--- src/rtl/spi_master_datapath.sv ---
// rtl/spi_master_datapath.sv - SPI mode 0 byte datapath: TX hold/shift register, MISO sampler, RX valid/ack
module spi_master_datapath #(
  parameter int DATA_WIDTH = 8,
  parameter bit MSB_FIRST  = 1'b1
) (
  input  logic                  clk_i,
  input  logic                  rstn_i,
  input  logic [DATA_WIDTH-1:0] tx_data_i,
  input  logic                  tx_valid_i,
  output logic                  tx_ready_o,
  input  logic                  load_data_en_i,
  input  logic                  shift_enable_i,
  input  logic                  spi_clk_i,
  input  logic                  miso_i,
  output logic                  mosi_o,
  output logic [DATA_WIDTH-1:0] rx_data_o,
  output logic                  rx_valid_o,
  input  logic                  rx_ack_i,
  output logic                  rx_overrun_o,
  output logic                  busy_o
);

  localparam int CW = $clog2(DATA_WIDTH + 1);
  localparam logic [CW-1:0] LAST_BIT = CW'(DATA_WIDTH - 1);

  logic [DATA_WIDTH-1:0] r_hold;
  logic                  r_hold_full;
  logic [DATA_WIDTH-1:0] r_shift;
  logic [DATA_WIDTH-1:0] r_rx_shift;
  logic [CW-1:0]         r_bit_cnt;
  logic                  r_spi_clk_q;
  logic                  r_busy;
  logic [DATA_WIDTH-1:0] r_rx_data;
  logic                  r_rx_valid;
  logic                  r_rx_overrun;

  logic                  w_rise;
  logic                  w_sample;
  logic                  w_done;
  logic                  w_out_bit;
  logic [DATA_WIDTH-1:0] w_rx_next;
  logic [DATA_WIDTH-1:0] w_shift_next;
  logic [DATA_WIDTH-1:0] w_load_word;

  assign w_rise   = spi_clk_i & ~r_spi_clk_q;
  assign w_sample = w_rise & r_busy;
  assign w_done   = w_sample & (r_bit_cnt == LAST_BIT);

  always_comb begin
    w_rx_next    = '0;
    w_shift_next = '1;
    w_out_bit    = 1'b1;
    if (MSB_FIRST) begin
      w_rx_next    = {r_rx_shift[DATA_WIDTH-2:0], miso_i};
      w_shift_next = {r_shift[DATA_WIDTH-2:0], 1'b1};
      w_out_bit    = r_shift[DATA_WIDTH-1];
    end else begin
      w_rx_next    = {miso_i, r_rx_shift[DATA_WIDTH-1:1]};
      w_shift_next = {1'b1, r_shift[DATA_WIDTH-1:1]};
      w_out_bit    = r_shift[0];
    end
  end

  // Held word first, then same-cycle bypass, else an all-ones dummy word for read-only transfers
  always_comb begin
    w_load_word = '1;
    if (r_hold_full) begin
      w_load_word = r_hold;
    end else if (tx_valid_i) begin
      w_load_word = tx_data_i;
    end
  end

  always_ff @(posedge clk_i or negedge rstn_i) begin
    if (!rstn_i) begin
      r_hold      <= '0;
      r_hold_full <= 1'b0;
    end else if (load_data_en_i) begin
      r_hold_full <= 1'b0;
    end else if (tx_valid_i && !r_hold_full) begin
      r_hold      <= tx_data_i;
      r_hold_full <= 1'b1;
    end
  end

  // A load always wins, so a load coincident with completion restarts with busy held high
  always_ff @(posedge clk_i or negedge rstn_i) begin
    if (!rstn_i) begin
      r_shift    <= '1;
      r_rx_shift <= '0;
      r_bit_cnt  <= '0;
      r_busy     <= 1'b0;
    end else if (load_data_en_i) begin
      r_shift    <= w_load_word;
      r_rx_shift <= '0;
      r_bit_cnt  <= '0;
      r_busy     <= 1'b1;
    end else begin
      if (shift_enable_i && r_busy) begin
        r_shift <= w_shift_next;
      end
      if (w_done) begin
        r_rx_shift <= '0;
        r_bit_cnt  <= '0;
        r_busy     <= 1'b0;
      end else if (w_sample) begin
        r_rx_shift <= w_rx_next;
        r_bit_cnt  <= r_bit_cnt + 1'b1;
      end
    end
  end

  always_ff @(posedge clk_i or negedge rstn_i) begin
    if (!rstn_i) begin
      r_spi_clk_q  <= 1'b0;
      r_rx_data    <= '0;
      r_rx_valid   <= 1'b0;
      r_rx_overrun <= 1'b0;
    end else begin
      r_spi_clk_q <= spi_clk_i;
      if (w_done) begin
        r_rx_data    <= w_rx_next;
        r_rx_valid   <= 1'b1;
        r_rx_overrun <= r_rx_valid & ~rx_ack_i;
      end else if (rx_ack_i && r_rx_valid) begin
        r_rx_valid   <= 1'b0;
        r_rx_overrun <= 1'b0;
      end
    end
  end

  assign tx_ready_o   = ~r_hold_full;
  assign mosi_o       = r_busy ? w_out_bit : 1'b1;
  assign busy_o       = r_busy;
  assign rx_data_o    = r_rx_data;
  assign rx_valid_o   = r_rx_valid;
  assign rx_overrun_o = r_rx_overrun;

endmodule

--- config.mk ---
export PLATFORM = sky130hd
export DESIGN_NAME = spi_master_datapath
export DESIGN_NICKNAME = d
export VERILOG_FILES = /design/src/rtl/spi_master_datapath.sv
export SDC_FILE = /design/constraint.sdc
export NUM_CORES = 1
export LEC_CHECK = 0
export CAP_MARGIN = 20
export CORE_MARGIN = 2
export CORE_UTILIZATION = 39
export CTS_CLUSTER_SIZE = 28
export DETAILED_ROUTE_END_ITERATION = 8
export PLACE_DENSITY_LB_ADDON = 0.08
export SLEW_MARGIN = 25
export SYNTH_ARGS = -nofsm -noshare
export SYNTH_HDL_FRONTEND = slang
export SYNTH_SLANG_ARGS = --single-unit
--- constraint.sdc ---
create_clock -name clk_i -period 1.4 [get_ports clk_i]
set_input_delay 0.14 -clock clk_i [delete_from_list [all_inputs] [get_ports clk_i]]
set_output_delay 0.14 -clock clk_i [all_outputs]
set_load 0.03 [all_outputs]
==> key figures, run 1 <==
Final layout
  – Post-route standard cell area excluding fillers: ~0.0024 mm^2
  – # fillers: 371
  – Share of layout cells above drive strength 1: 32.98%
  – Leading cell types in the layout, fill and taps excluded: sky130_fd_sc_hd__dfrtp_1, sky130_fd_sc_hd__buf_4, sky130_fd_sc_hd__clkdlybuf4s50_1
  – Area Overhead vs Synth: 31.47%
  – Final Non-Filler Cells: 240
  – Number of nets in the layout: 204
  – Antenna Diode Count: 0
  – Most common cell after layout, fill and taps aside: sky130_fd_sc_hd__dfrtp_1

Worst setup path
  – Critical path, cell by cell: and3b_2 > buf_4 > buf_4 > a31o_2 > o211a_1
  – Category of the worst setup path launch point: flop
  – CP arrival: 1.57 ns
  – Critical path buffer and inverter count: 2
  – Crit-path max cell delay: 0.45 ns
  – Most frequent CP cell: sky130_fd_sc_hd__buf_4
  – Endpoint type of the worst setup path: flop
  – Top delay family on crit path: flip-flops
  – Largest fanout of any net on the critical path: 4
  – CP max-delay cell: sky130_fd_sc_hd__dfrtp_2
  – Critical setup path kind: reg -> reg
  – Required arrival time at the worst endpoint: 1.59 ns

Route
  – Post-route ant nets: 0
  – Top layer in use: met4
  – Length of routed wiring on met1: 1675 um
  – Via-per-instance ratio: 5.358
  – Number of optimization iterations in the first detailed-route pass: 5
  – Met3 wire length: 162 um
  – Total detailed-routing wirelength: about 3800 um
  – Count of vias placed by the detailed router: 1286
  – Number of DRC markers after the initial detailed-route iteration: 70
  – Detail Route met2 WL: 1861 um
  – Number of DRC violations after detailed routing: 0
  – Routed wirelength normalized by instance count: 15.70 um

Synthesis
  – Async set or reset register ratio after synthesis: 100.0%
  – Post-Syn Nets: 160
  – Sequential area share after synthesis: 55.65%
  – Most frequently used flop master after synthesis: sky130_fd_sc_hd__dfrtp_1
  – Post-synthesis average cell area: roughly 13 um^2
  – Post-synthesis cell count: 143
  – Share of the synthesized area in the top cell type: 44.08%
  – Count of flip-flops with a built-in enable after synthesis: 0
  – Top area cells in the synthesized netlist: sky130_fd_sc_hd__dfrtp_1, sky130_fd_sc_hd__dfstp_2, sky130_fd_sc_hd__mux2_4, sky130_fd_sc_hd__mux2_2, sky130_fd_sc_hd__mux2i_1
  – YS warnings: 0
  – Number of distinct library cells after synthesis: 37
  – Area of the mapped netlist: approximately 0.0018 mm^2
  – Number of register bits inferred by synthesis: 40
  – Library cell with the largest summed area after synthesis: sky130_fd_sc_hd__dfrtp_1

Placement
  – Placer's final routability congestion estimate: 0.7629
  – Placed wire-length estimate: 2602 um
  – Worst setup slack after placement: -0.1745 ns
  – Cell area after placement: 0.002206 mm^2
  – Count of input and output buffers: 28
  – Cell Count Post-Placement: 227

Pwr
  – Total power density per cell area: 1077 mW/mm^2
  – Leakage: 0.001104 uW
  – Peak supply drop: 0.0005948 V
  – Total power draw: 2571 uW

Timing
  – Final Hold Viols: 0
  – Finish-stage setup viols: 0
  – Tcrit/Tclk final: 98.37%
  – Max-slew headroom at the worst pin: 72.18%
  – Worst-Margin Slew: 0.4173 ns
  – Max-slew violations: 0
  – Top achievable clock speed: 726.1 MHz
  – Clock skew: 0.01014 ns
  – Unrepaired setup endpoints after global routing: yes
  – Period minus WS final: 1.377 ns
  – Min setup slack post-route: 0.02278 ns
  – Final hold slack: between 0.2 and 0.3 ns

Status
  – Outcome: finished, final reports clean

Floorplan
  – Floorplan Core Area: 0.004414 mm^2
  – Die width: 72.25 um
  – Number of ports placed on the die boundary: 29
  – Initial core utilization: ~40%
  – Die Height: 72.25 um
  – Number of rows created at floorplan: 24
  – Overall die area: around 0.0052 mm^2

Global routing
  – First-pass GRT wire length: 6382 um
  – Total global-route track usage: around 16%
  – Residual overflow from global routing: 0
  – Pin count of the biggest net entering global routing: 22
  – Via count of the first global-routing pass: between 1k and 1.5k
  – Number of antenna violations at the first check in global routing: 0

Flow run
  – Max capacitance violation total: 0

Min path
  – Worst hold-check path type: in -> async

Clock network
  – Clock tree from TritonCTS: yes
  – Maximum clock insertion buffer count: 2
  – Clock net sink count: 40
  – Total number of H-tree levels: 2
  – Number of buffers created by CTS: 5
  – Clock transition time at the flip-flop clock pins of the worst setup and hold paths: 0.09 ns
  – Root buf cell: sky130_fd_sc_hd__clkbuf_8
  – Clock insertion delay at the later pin of the skew report: 0.30 ns
## layer usage
layer  vias up  global-route usage [%]
met5         -                       0
met4         0                   6.918
met3         7                   5.278
met2        30                   25.69
met1       639                   20.63
li1        610                       -
## flip-flops by register name, summed over array words and instances, names as in the netlist
name / flops
busy_o: 1
r_bit_cnt: 4
r_hold: 8
r_hold_full: 1
r_rx_shift: 7
r_shift: 8
r_spi_clk_q: 1
rx_data_o: 8
rx_overrun_o: 1
rx_valid_o: 1
## area by class of cell
cell class              count  area (um^2)  area share (%)
flip-flops and latches     40         1012           42.38
multi-input cells          85        733.2           30.70
repair buffers             46        424.2           17.76
clock buffers               5        68.82           2.881
well taps                  52        65.06           2.724
clock inverters             3        47.55           1.991
inverters                   9        37.54           1.572
## logic make-up (layout without fill, tap and decap cells)
kind of cell / after synthesis / after routing / synth area share [%]
compound gates: 29 / 29 / 11.91
mux: 24 / 24 / 16.05
xor+xnor: 1 / 1 / 0.4822
buf+inv: 18 / 63 / 5.028
fa+ha+maj: 1 / 1 / 0.6886
simple gates: 30 / 30 / 10.19
flops: 40 / 40 / 55.65
## cells in the mapped netlist (2+ instances only)
master / count
sky130_fd_sc_hd__dfrtp_1: 32
sky130_fd_sc_hd__o21ai_0: 7
sky130_fd_sc_hd__mux2i_1: 7
sky130_fd_sc_hd__inv_1: 8
sky130_fd_sc_hd__o22ai_1: 2
sky130_fd_sc_hd__dfstp_2: 8
sky130_fd_sc_hd__clkbuf_1: 2
sky130_fd_sc_hd__mux2_4: 8
sky130_fd_sc_hd__nor2b_1: 2
sky130_fd_sc_hd__o32ai_1: 7
sky130_fd_sc_hd__o221ai_1: 6
sky130_fd_sc_hd__nand2_1: 3
sky130_fd_sc_hd__buf_6: 2
sky130_fd_sc_hd__mux2_2: 8
sky130_fd_sc_hd__and3_1: 2
sky130_fd_sc_hd__nand2b_1: 3
sky130_fd_sc_hd__buf_2: 4
sky130_fd_sc_hd__nor2_1: 7
sky130_fd_sc_hd__nand3b_1: 7
## timing repair
item	4_1_cts	5_1_grt
gates resized for setup	11	5
setup buffers	0	3
hold buffers	1	0
endpoints found under the hold margin	11	0
setup endpoints to repair	11	17
pin swaps	0	1
gates cloned	0	1
## worst reg2reg max path, stage by stage (launching register included)
cell	delay [ns]
sky130_fd_sc_hd__dfrtp_2	0.45
sky130_fd_sc_hd__and3b_2	0.24
sky130_fd_sc_hd__buf_4	0.14
sky130_fd_sc_hd__buf_4	0.13
sky130_fd_sc_hd__a31o_2	0.22
sky130_fd_sc_hd__o211a_1	0.10
## final timing paths
kind                       slack [ns]  depth (start not counted)         start       endpoint
setup / recovery                 0.02                          5        busy_o   rx_overrun_o
hold / removal                   0.30                          2        rstn_i  r_rx_shift[2]
setup reg to reg                 0.02                          5        busy_o   rx_overrun_o
hold reg to reg                  0.50                          1  rx_data_o[0]   rx_data_o[0]
max in group asynchronous        0.53                          3        rstn_i     r_shift[3]
min in group clk_i               0.33                          1     spi_clk_i    r_spi_clk_q
## power breakdown
| part | internal [uW] | switching (uW) | leakage, uW |
|---|---|---|---|
| clock network | 537 | 425 | 0.0000583 |
| logic | 159 | 141 | 0.000543 |
| registers | 1260 | 48.6 | 0.000503 |
## through the flow
stage / setup TNS, ns / utilization [%]
3_5_place_dp: -3.066 / 49.97
5_1_grt: -0.01347 / 54.11
6_report: 0 / 54.11
4_1_cts: 0 / 52.52
3_3_place_gp: -2.254 / 49.97
2_1_floorplan: 0 / -
Power figures use the tool's default switching activity.
==> inputs of run 2 (changes only) <==
--- a/config.mk
+++ b/config.mk
@@ -5,6 +5,7 @@
 export SDC_FILE = /design/constraint.sdc
 export NUM_CORES = 1
 export LEC_CHECK = 0
+export ABC_CLOCK_PERIOD_IN_PS = 1400
 export CAP_MARGIN = 20
 export CORE_MARGIN = 2
 export CORE_UTILIZATION = 39
==> results of run 2 <==
Final layout, timing and power as in run 1 (identical DEF).
==> inputs of run 3 (changes only) <==
--- a/config.mk
+++ b/config.mk
@@ -11,6 +11,7 @@
 export CORE_UTILIZATION = 39
 export CTS_CLUSTER_SIZE = 28
 export DETAILED_ROUTE_END_ITERATION = 8
+export HOLD_SLACK_MARGIN = 0.08
 export PLACE_DENSITY_LB_ADDON = 0.08
 export SLEW_MARGIN = 25
 export SYNTH_ARGS = -nofsm -noshare
==> results of run 3 <==
Final layout, timing and power as in run 1 (identical DEF).
